==> src/rtl/proc_mem_pkg.sv <==
// Shared types and constants for the proc2 memory-side responder.
package proc_mem_pkg;

  localparam int unsigned DATA_W = 16;
  localparam int unsigned ADDR_W = 16;
  localparam int unsigned LED_W  = 10;

  // Region selectors taken from ADDR[15:12]
  localparam logic [3:0] ROM_BASE = 4'h0;
  localparam logic [3:0] RAM_BASE = 4'h1;
  localparam logic [3:0] LED_BASE = 4'h2;
  localparam logic [3:0] SW_BASE  = 4'h3;
  localparam logic [3:0] CNT_BASE = 4'h4;

  // Counter register addresses (counter build only)
  localparam logic [ADDR_W-1:0] CNT_WR_ADDR  = 16'h4000;
  localparam logic [ADDR_W-1:0] CNT_REJ_ADDR = 16'h4001;

  typedef enum logic [2:0] {
    REG_ROM,
    REG_RAM,
    REG_LED,
    REG_SW,
    REG_CNT,
    REG_NONE
  } region_e;

  // Map the top address nibble to a target; region 4 exists only with counters
  function automatic region_e decode_region(input logic [3:0] nib, input logic cnt_en);
    case (nib)
      ROM_BASE: decode_region = REG_ROM;
      RAM_BASE: decode_region = REG_RAM;
      LED_BASE: decode_region = REG_LED;
      SW_BASE:  decode_region = REG_SW;
      CNT_BASE: decode_region = cnt_en ? REG_CNT : REG_NONE;
      default:  decode_region = REG_NONE;
    endcase
  endfunction

  // Built-in contents of inst_mem.mif; unlisted words are zero
  function automatic logic [DATA_W-1:0] rom_image(input logic [31:0] idx);
    case (idx)
      32'd0:   rom_image = 16'h3002;
      32'd1:   rom_image = 16'h1005;
      32'd2:   rom_image = 16'h5004;
      32'd3:   rom_image = 16'hA001;
      32'd4:   rom_image = 16'h2003;
      32'd5:   rom_image = 16'h7E10;
      default: rom_image = 16'h0000;
    endcase
  endfunction

endpackage

==> src/rtl/proc_mem_responder_if.sv <==
// Processor-side bus: word address, write data, write strobe and read data.
interface proc_mem_responder_if;

  logic [proc_mem_pkg::ADDR_W-1:0] ADDR;
  logic [proc_mem_pkg::DATA_W-1:0] DOUT;
  logic                            W;
  logic [proc_mem_pkg::DATA_W-1:0] DIN;

  modport master (output ADDR, output DOUT, output W, input DIN);
  modport slave  (input ADDR, input DOUT, input W, output DIN);

endinterface

==> src/rtl/proc_mem_responder_sync_ram.sv <==
// sync_ram: single-port, write-first memory with a registered read port.
// With IS_ROM set the contents come from the built-in image and writes are dropped.
module sync_ram
  import proc_mem_pkg::*;
#(
  parameter int unsigned DEPTH    = 128,
  parameter bit          IS_ROM   = 1'b0,
  parameter bit          IMAGE_EN = 1'b0,
  localparam int unsigned AW      = $clog2(DEPTH)
) (
  input  logic              clk,
  input  logic              we,
  input  logic [AW-1:0]     addr,
  input  logic [DATA_W-1:0] wdata,
  output logic [DATA_W-1:0] rdata
);

  logic [DATA_W-1:0] mem_q [DEPTH];
  logic [DATA_W-1:0] rdata_d;
  logic [DATA_W-1:0] rdata_q;

  // Read data for this access; a same-address write is returned directly
  always_comb begin
    rdata_d = mem_q[addr];
    if (IS_ROM) begin
      rdata_d = IMAGE_EN ? rom_image(32'(addr)) : '0;
    end else if (we) begin
      rdata_d = wdata;
    end
  end

  // Storage and read register; contents deliberately survive reset
  always_ff @(posedge clk) begin
    if (we && !IS_ROM) begin
      mem_q[addr] <= wdata;
    end
    rdata_q <= rdata_d;
  end

  assign rdata = rdata_q;

endmodule

==> src/rtl/proc_mem_responder.sv <==
// proc_mem_responder: decodes proc2 bus accesses into ROM, RAM, LED register and
// synchronised switches, returning read data one cycle after the address.
// Optional access counters in region 4 are built when PROC_MEM_ACCESS_COUNT_EN is defined.
module proc_mem_responder
  import proc_mem_pkg::*;
#(
  parameter int unsigned ROM_WORDS = 128,
  parameter int unsigned RAM_WORDS = 128,
  parameter              ROM_INIT  = "inst_mem.mif"
) (
  input  logic                 Clock,
  input  logic                 Reset,
  proc_mem_responder_if.slave  bus,
  input  logic [LED_W-1:0]     SW,
  output logic [LED_W-1:0]     LEDR
);

  localparam int unsigned ROM_AW = $clog2(ROM_WORDS);
  localparam int unsigned RAM_AW = $clog2(RAM_WORDS);
  localparam bit ROM_IMAGE_EN = (ROM_INIT == "inst_mem.mif");
`ifdef PROC_MEM_ACCESS_COUNT_EN
  localparam logic CNT_EN = 1'b1;
`else
  localparam logic CNT_EN = 1'b0;
`endif

  region_e           region_c, region_d, region_q;
  logic              wr_en_c, ram_we_c, led_we_c;
  logic [LED_W-1:0]  led_d, led_q;
  logic [LED_W-1:0]  sw_meta_d, sw_meta_q, sw_sync_d, sw_sync_q;
  logic [DATA_W-1:0] io_rdata_d, io_rdata_q;
  logic [DATA_W-1:0] cnt_rd_c;
  logic [DATA_W-1:0] rom_rdata, ram_rdata;

  // Address decode and write qualification; nothing is written while in reset
  always_comb begin
    region_c = decode_region(bus.ADDR[ADDR_W-1:ADDR_W-4], CNT_EN);
    wr_en_c  = bus.W && !Reset;
    ram_we_c = wr_en_c && (region_c == REG_RAM);
    led_we_c = wr_en_c && (region_c == REG_LED);
    region_d = Reset ? REG_NONE : region_c;
  end

  sync_ram #(
    .DEPTH    (ROM_WORDS),
    .IS_ROM   (1'b1),
    .IMAGE_EN (ROM_IMAGE_EN)
  ) u_rom (
    .clk   (Clock),
    .we    (1'b0),
    .addr  (bus.ADDR[ROM_AW-1:0]),
    .wdata (bus.DOUT),
    .rdata (rom_rdata)
  );

  sync_ram #(
    .DEPTH    (RAM_WORDS),
    .IS_ROM   (1'b0),
    .IMAGE_EN (1'b0)
  ) u_ram (
    .clk   (Clock),
    .we    (ram_we_c),
    .addr  (bus.ADDR[RAM_AW-1:0]),
    .wdata (bus.DOUT),
    .rdata (ram_rdata)
  );

  // LED register and two-flop switch synchroniser
  always_comb begin
    led_d     = led_q;
    sw_meta_d = SW;
    sw_sync_d = sw_meta_q;
    if (Reset) begin
      led_d     = '0;
      sw_meta_d = '0;
      sw_sync_d = '0;
    end else if (led_we_c) begin
      led_d = bus.DOUT[LED_W-1:0];
    end
  end

`ifdef PROC_MEM_ACCESS_COUNT_EN
  logic [DATA_W-1:0] wr_count_d, wr_count_q, rej_count_d, rej_count_q;
  logic              clr_c, rej_c;

  // Write/reject counters; a clear write beats any increment in the same cycle
  always_comb begin
    clr_c       = wr_en_c && (bus.ADDR == CNT_WR_ADDR);
    rej_c       = wr_en_c && !ram_we_c && !led_we_c && !clr_c;
    wr_count_d  = wr_count_q;
    rej_count_d = rej_count_q;
    if (Reset || clr_c) begin
      wr_count_d  = '0;
      rej_count_d = '0;
    end else begin
      if (ram_we_c || led_we_c) wr_count_d = wr_count_q + DATA_W'(1);
      if (rej_c) rej_count_d = rej_count_q + DATA_W'(1);
    end
    cnt_rd_c = '0;
    if (bus.ADDR == CNT_WR_ADDR) begin
      cnt_rd_c = wr_count_d;
    end else if (bus.ADDR == CNT_REJ_ADDR) begin
      cnt_rd_c = rej_count_d;
    end
  end

  // Counter state
  always_ff @(posedge Clock) begin
    wr_count_q  <= wr_count_d;
    rej_count_q <= rej_count_d;
  end
`else
  logic unused_addr_c;
  assign unused_addr_c = ^bus.ADDR;
  assign cnt_rd_c      = '0;
`endif

  // Read data for the register-style targets, captured alongside the region
  always_comb begin
    io_rdata_d = '0;
    if (!Reset) begin
      case (region_c)
        REG_LED: io_rdata_d = {{(DATA_W-LED_W){1'b0}}, led_d};
        REG_SW:  io_rdata_d = {{(DATA_W-LED_W){1'b0}}, sw_sync_q};
        REG_CNT: io_rdata_d = cnt_rd_c;
        default: io_rdata_d = '0;
      endcase
    end
  end

  // Responder state registers
  always_ff @(posedge Clock) begin
    region_q   <= region_d;
    led_q      <= led_d;
    sw_meta_q  <= sw_meta_d;
    sw_sync_q  <= sw_sync_d;
    io_rdata_q <= io_rdata_d;
  end

  // Return path selects between registered sources only
  always_comb begin
    case (region_q)
      REG_ROM: bus.DIN = rom_rdata;
      REG_RAM: bus.DIN = ram_rdata;
      default: bus.DIN = io_rdata_q;
    endcase
  end

  assign LEDR = led_q;

endmodule

==> src/flat_wrapper.sv <==
// flat-port wrapper written by rule: the top's interface ports become plain ports
module proc_mem_responder_flat import proc_mem_pkg::*;
#(
  parameter int unsigned ROM_WORDS = 128,
  parameter int unsigned RAM_WORDS = 128,
  parameter              ROM_INIT  = "            "
)
  (Clock, Reset, SW, LEDR, bus_ADDR, bus_DOUT, bus_W, bus_DIN);
  proc_mem_responder_if bus_i ();
  input  logic Clock;
  input  logic Reset;
  input  logic [LED_W-1:0] SW;
  output logic [LED_W-1:0] LEDR;
  input wire logic [$bits(bus_i.ADDR)-1:0] bus_ADDR;
  input wire logic [$bits(bus_i.DOUT)-1:0] bus_DOUT;
  input wire logic [$bits(bus_i.W)-1:0] bus_W;
  output wire logic [$bits(bus_i.DIN)-1:0] bus_DIN;
  assign bus_i.ADDR = bus_ADDR;
  assign bus_i.DOUT = bus_DOUT;
  assign bus_i.W = bus_W;
  assign bus_DIN = bus_i.DIN;
  proc_mem_responder #(.ROM_WORDS(ROM_WORDS), .RAM_WORDS(RAM_WORDS), .ROM_INIT(ROM_INIT)) u_core (.Clock(Clock), .Reset(Reset), .bus(bus_i), .SW(SW), .LEDR(LEDR));
endmodule
==> config.mk <==
export PLATFORM = sky130hd
export DESIGN_NAME = proc_mem_responder_flat
export DESIGN_NICKNAME = d
export VERILOG_FILES = /design/src/rtl/proc_mem_pkg.sv /design/src/rtl/proc_mem_responder_if.sv /design/src/rtl/proc_mem_responder_sync_ram.sv /design/src/rtl/proc_mem_responder.sv /design/src/flat_wrapper.sv
export SDC_FILE = /design/constraint.sdc
export NUM_CORES = 2
export LEC_CHECK = 0
export BUFFER_PORTS_ARGS = -buffer_cell sky130_fd_sc_hd__buf_2
export CAP_MARGIN = 20
export CORE_ASPECT_RATIO = 1.25
export CORE_MARGIN = 1
export CORE_UTILIZATION = 49
export CTS_BUF_LIST = sky130_fd_sc_hd__clkbuf_8
export DETAILED_ROUTE_END_ITERATION = 6
export GPL_TIMING_DRIVEN = 0
export PLACE_DENSITY = 0.64
export SYNTH_ARGS = -nofsm -noshare
export SYNTH_HDL_FRONTEND = slang
export SYNTH_SLANG_ARGS = --single-unit
==> constraint.sdc <==
create_clock -name Clock -period 2.3 [get_ports Clock]
set_input_delay 0.115 -clock Clock [delete_from_list [all_inputs] [get_ports Clock]]
set_output_delay 0.115 -clock Clock [all_outputs]
set_load 0.005 [all_outputs]
==> reports/metrics.csv <==
metric;value;unit
coreArea;162000;um^2
rows;165;
async_reset_ff_share;0;%
synthToLayoutAreaGrowth;20.7;%
htree_levels;5;
max-cap-violations;0;
max_freq;223;MHz
cts_sinks;2098;
multi_input_area;18000;um^2
remaining_drc_errors;0;
status;finished, violations left;
antenna_found_initial;14;
track_usage;27.2;%
clockBufferDepth;4;
drtPass1Iterations;7;
start_kind;flip-flop;
finClkSkew;21.3;ps
met2_length;110000;um
crit_required;2180;ps
cp-endpoint;bus_DIN[9];
final_nets;4247;
worst-r2r-cell-count;4;
vias_per_cell;6.17;
hold_violations;0;
die_h;453;um
synth_cells;3475;
leakagePower;30.7;nW
clock_latency;1070;ps
setup_viol_count_final;75;
worst_slack;-2180;ps
ys_warn_count;0;
final_core_utilization;59.5;%
synth_common_cells;edfxtp_1, mux4_2, nor2_1;
setup-tns-final;-34450;ps
synthDistinctLibCells;41;
r2r_start;u_core.LEDR[4];
period_share;195;%
ff2ff_setup_slack;810;ps
ys.flop_type;edfxtp_1;
violations;negative setup slack;
yosysMostFrequentCell;edfxtp_1;
grt_pass1_wl;307000;um
dp_slack;-2820;ps
grt_pass1_vias;41278;
fp.dieW;363;um
wl_met3;20000;um
yosysTopAreaCell;edfxtp_1;
port_buffers;65;
synth_top_area_share;77.2;%
slew_violations;0;
drt-total-wl;224000;um
cts_buffers;332;
synth-seq-cells;2098;
cp-end-kind;primary output;
cp_max_fo;10;
min_path_type;input pin to flip-flop;
final_cell_count_no_fill;6610;
worst_pin_slew;1060;ps
synth_edf_count;2048;
critPathArrivalTime;4360;ps
relSlewSlack;28.9;%
power.density;780;nW/um^2
cts-root-buf;clkbuf_8;
vdd_ir_drop_max;0.700;mV
tritoncts;built;
layout-drive-gt1-share;38.8;%
wl_per_cell;33.9;um
drt_iter0_markers;5274;
wl_met1;79900;um
crit_type;flip-flop to primary output;
dp_cells;5869;
top_layer_used;met5;
vias;40796;
synth_nets;3520;
nFillCells;11236;
reg2reg_to;u_core.io_rdata_q[4];
avgSynthCellArea;22.9;um^2
grt_overflow;0;
start_util;49.3;%
post-route-min-period;4480;ps
die_area;164000;um^2
clkTransAtPathRegs;70;ps
dp.final_hpwl;147000;um
grt_max_degree;116;
rsz0062_at_grt;true;
seq_area;62500;um^2
ys_top_cells_by_area;edfxtp_1, mux4_2, a22oi_1;
ios;71;
syn_area;79600;um^2
final_antenna_net_count;0;
synth-seq-area-share;78.5;%
place_congestion;0.988;
-- routing by layer --
layer,vias to the layer above,track usage (%)
met5,-,0
met4,6,15.9
met3,540,6.04
met2,2308,44.0
met1,21612,33.9
li1,16330,-
-- timing repair --
action	CTS	global route
setup endpoints to repair	26	1440
cloned	4	4
pin swaps	67	54
resized for setup	494	169
hold endpoints to repair	2215	84
setup buffers	28	58
hold buffers	70	9
-- how the worst min path moves through the flow --
stage | startpoint | end | slack, ps | depth (start not counted)
after floorplan | bus_ADDR[0] | flip-flop | 140 | 0
after global placement | bus_ADDR[1] | flip-flop | 290 | 1
after detailed placement | bus_ADDR[1] | flip-flop | 300 | 1
after CTS | bus_DOUT[2] | u_core.u_ram.mem_q[92][2] | 10 | 2
after global routing | bus_DOUT[2] | u_core.u_ram.mem_q[93][2] | 50 | 2
final | bus_DOUT[2] | u_core.u_ram.mem_q[93][2] | 80 | 2
-- layout make-up --
type                       instances  area share [%]
sequential                      2098            65.0
multi-input combinational       1190            18.7
timing repair buffer             394            5.21
clock buffer                     343            4.91
tap                             2171            2.83
buffer                           180            2.22
clock inverter                   219            1.07
inverter                           6          0.0260
antenna                            9          0.0234
-- report_power, final --
group          internal [mW]  switching (mW)  total, mW
clock                   14.4            14.1       28.5
combinational           1.80            2.68       4.48
sequential              42.0          0.0297       42.0
total                   58.1            16.8       75.0
-- state kept, by name (all words and copies together) (netlist names), named ones only --
name,cells
u_core.sw_meta_q,10
u_core.region_q,3
u_core.io_rdata_q,10
u_core.LEDR,10
u_core.sw_sync_q,10
u_core.u_ram.mem_q,2048
-- placed cells by master, fill, tap and decap left out, types with 23 or more instances in the layout --
master / n
inv_1: 108
buf_4: 85
clkbuf_8: 357
buf_8: 129
buf_2: 58
nor2_2: 87
clkinv_2: 27
buf_16: 44
dlygate4sd3_1: 79
nor2_1: 23
buf_12: 58
nand2_1: 70
clkinv_1: 77
nor2_4: 51
nor2b_1: 39
clkbuf_2: 23
a22oi_2: 62
a22oi_1: 75
clkbuf_1: 25
a21oi_1: 27
dfxtp_1: 47
mux4_2: 555
buf_6: 32
edfxtp_1: 2048
-- critical path, cell delays in order (launching register included) --
cell and delay, ps:
dfxtp_4 400, buf_12 140, buf_16 180, buf_12 160, clkbuf_16 180, mux4_2 310, a22oi_2 340, a21oi_2 170
a2111oi_4 560, o211ai_1 510, buf_2 280
-- through the flow --
step | hold WS [ps] | power (mW) | instance area (um^2)
2_1_floorplan | 143 | 44.6 | 79700
3_3_place_gp | 288 | 46.4 | 82700
3_5_place_dp | 300 | 46.5 | 85800
4_1_cts | 11.7 | 75.1 | 94600
5_1_grt | 51.4 | 77.0 | 96100
6_report | 76.4 | 75.0 | 96100
-- logic make-up (layout without fill, tap and decap cells) --
kind of cell / count (synthesis) / in the layout / synth area share, %
flops: 2098 / 2098 / 78.5
mux: 595 / 595 / 16.2
buf+inv: 187 / 1142 / 1.15
simple gates: 333 / 333 / 1.83
other cells: 0 / 9 / 0
compound gates: 262 / 262 / 2.33
Note: power is estimated with default switching activity, not from simulation.
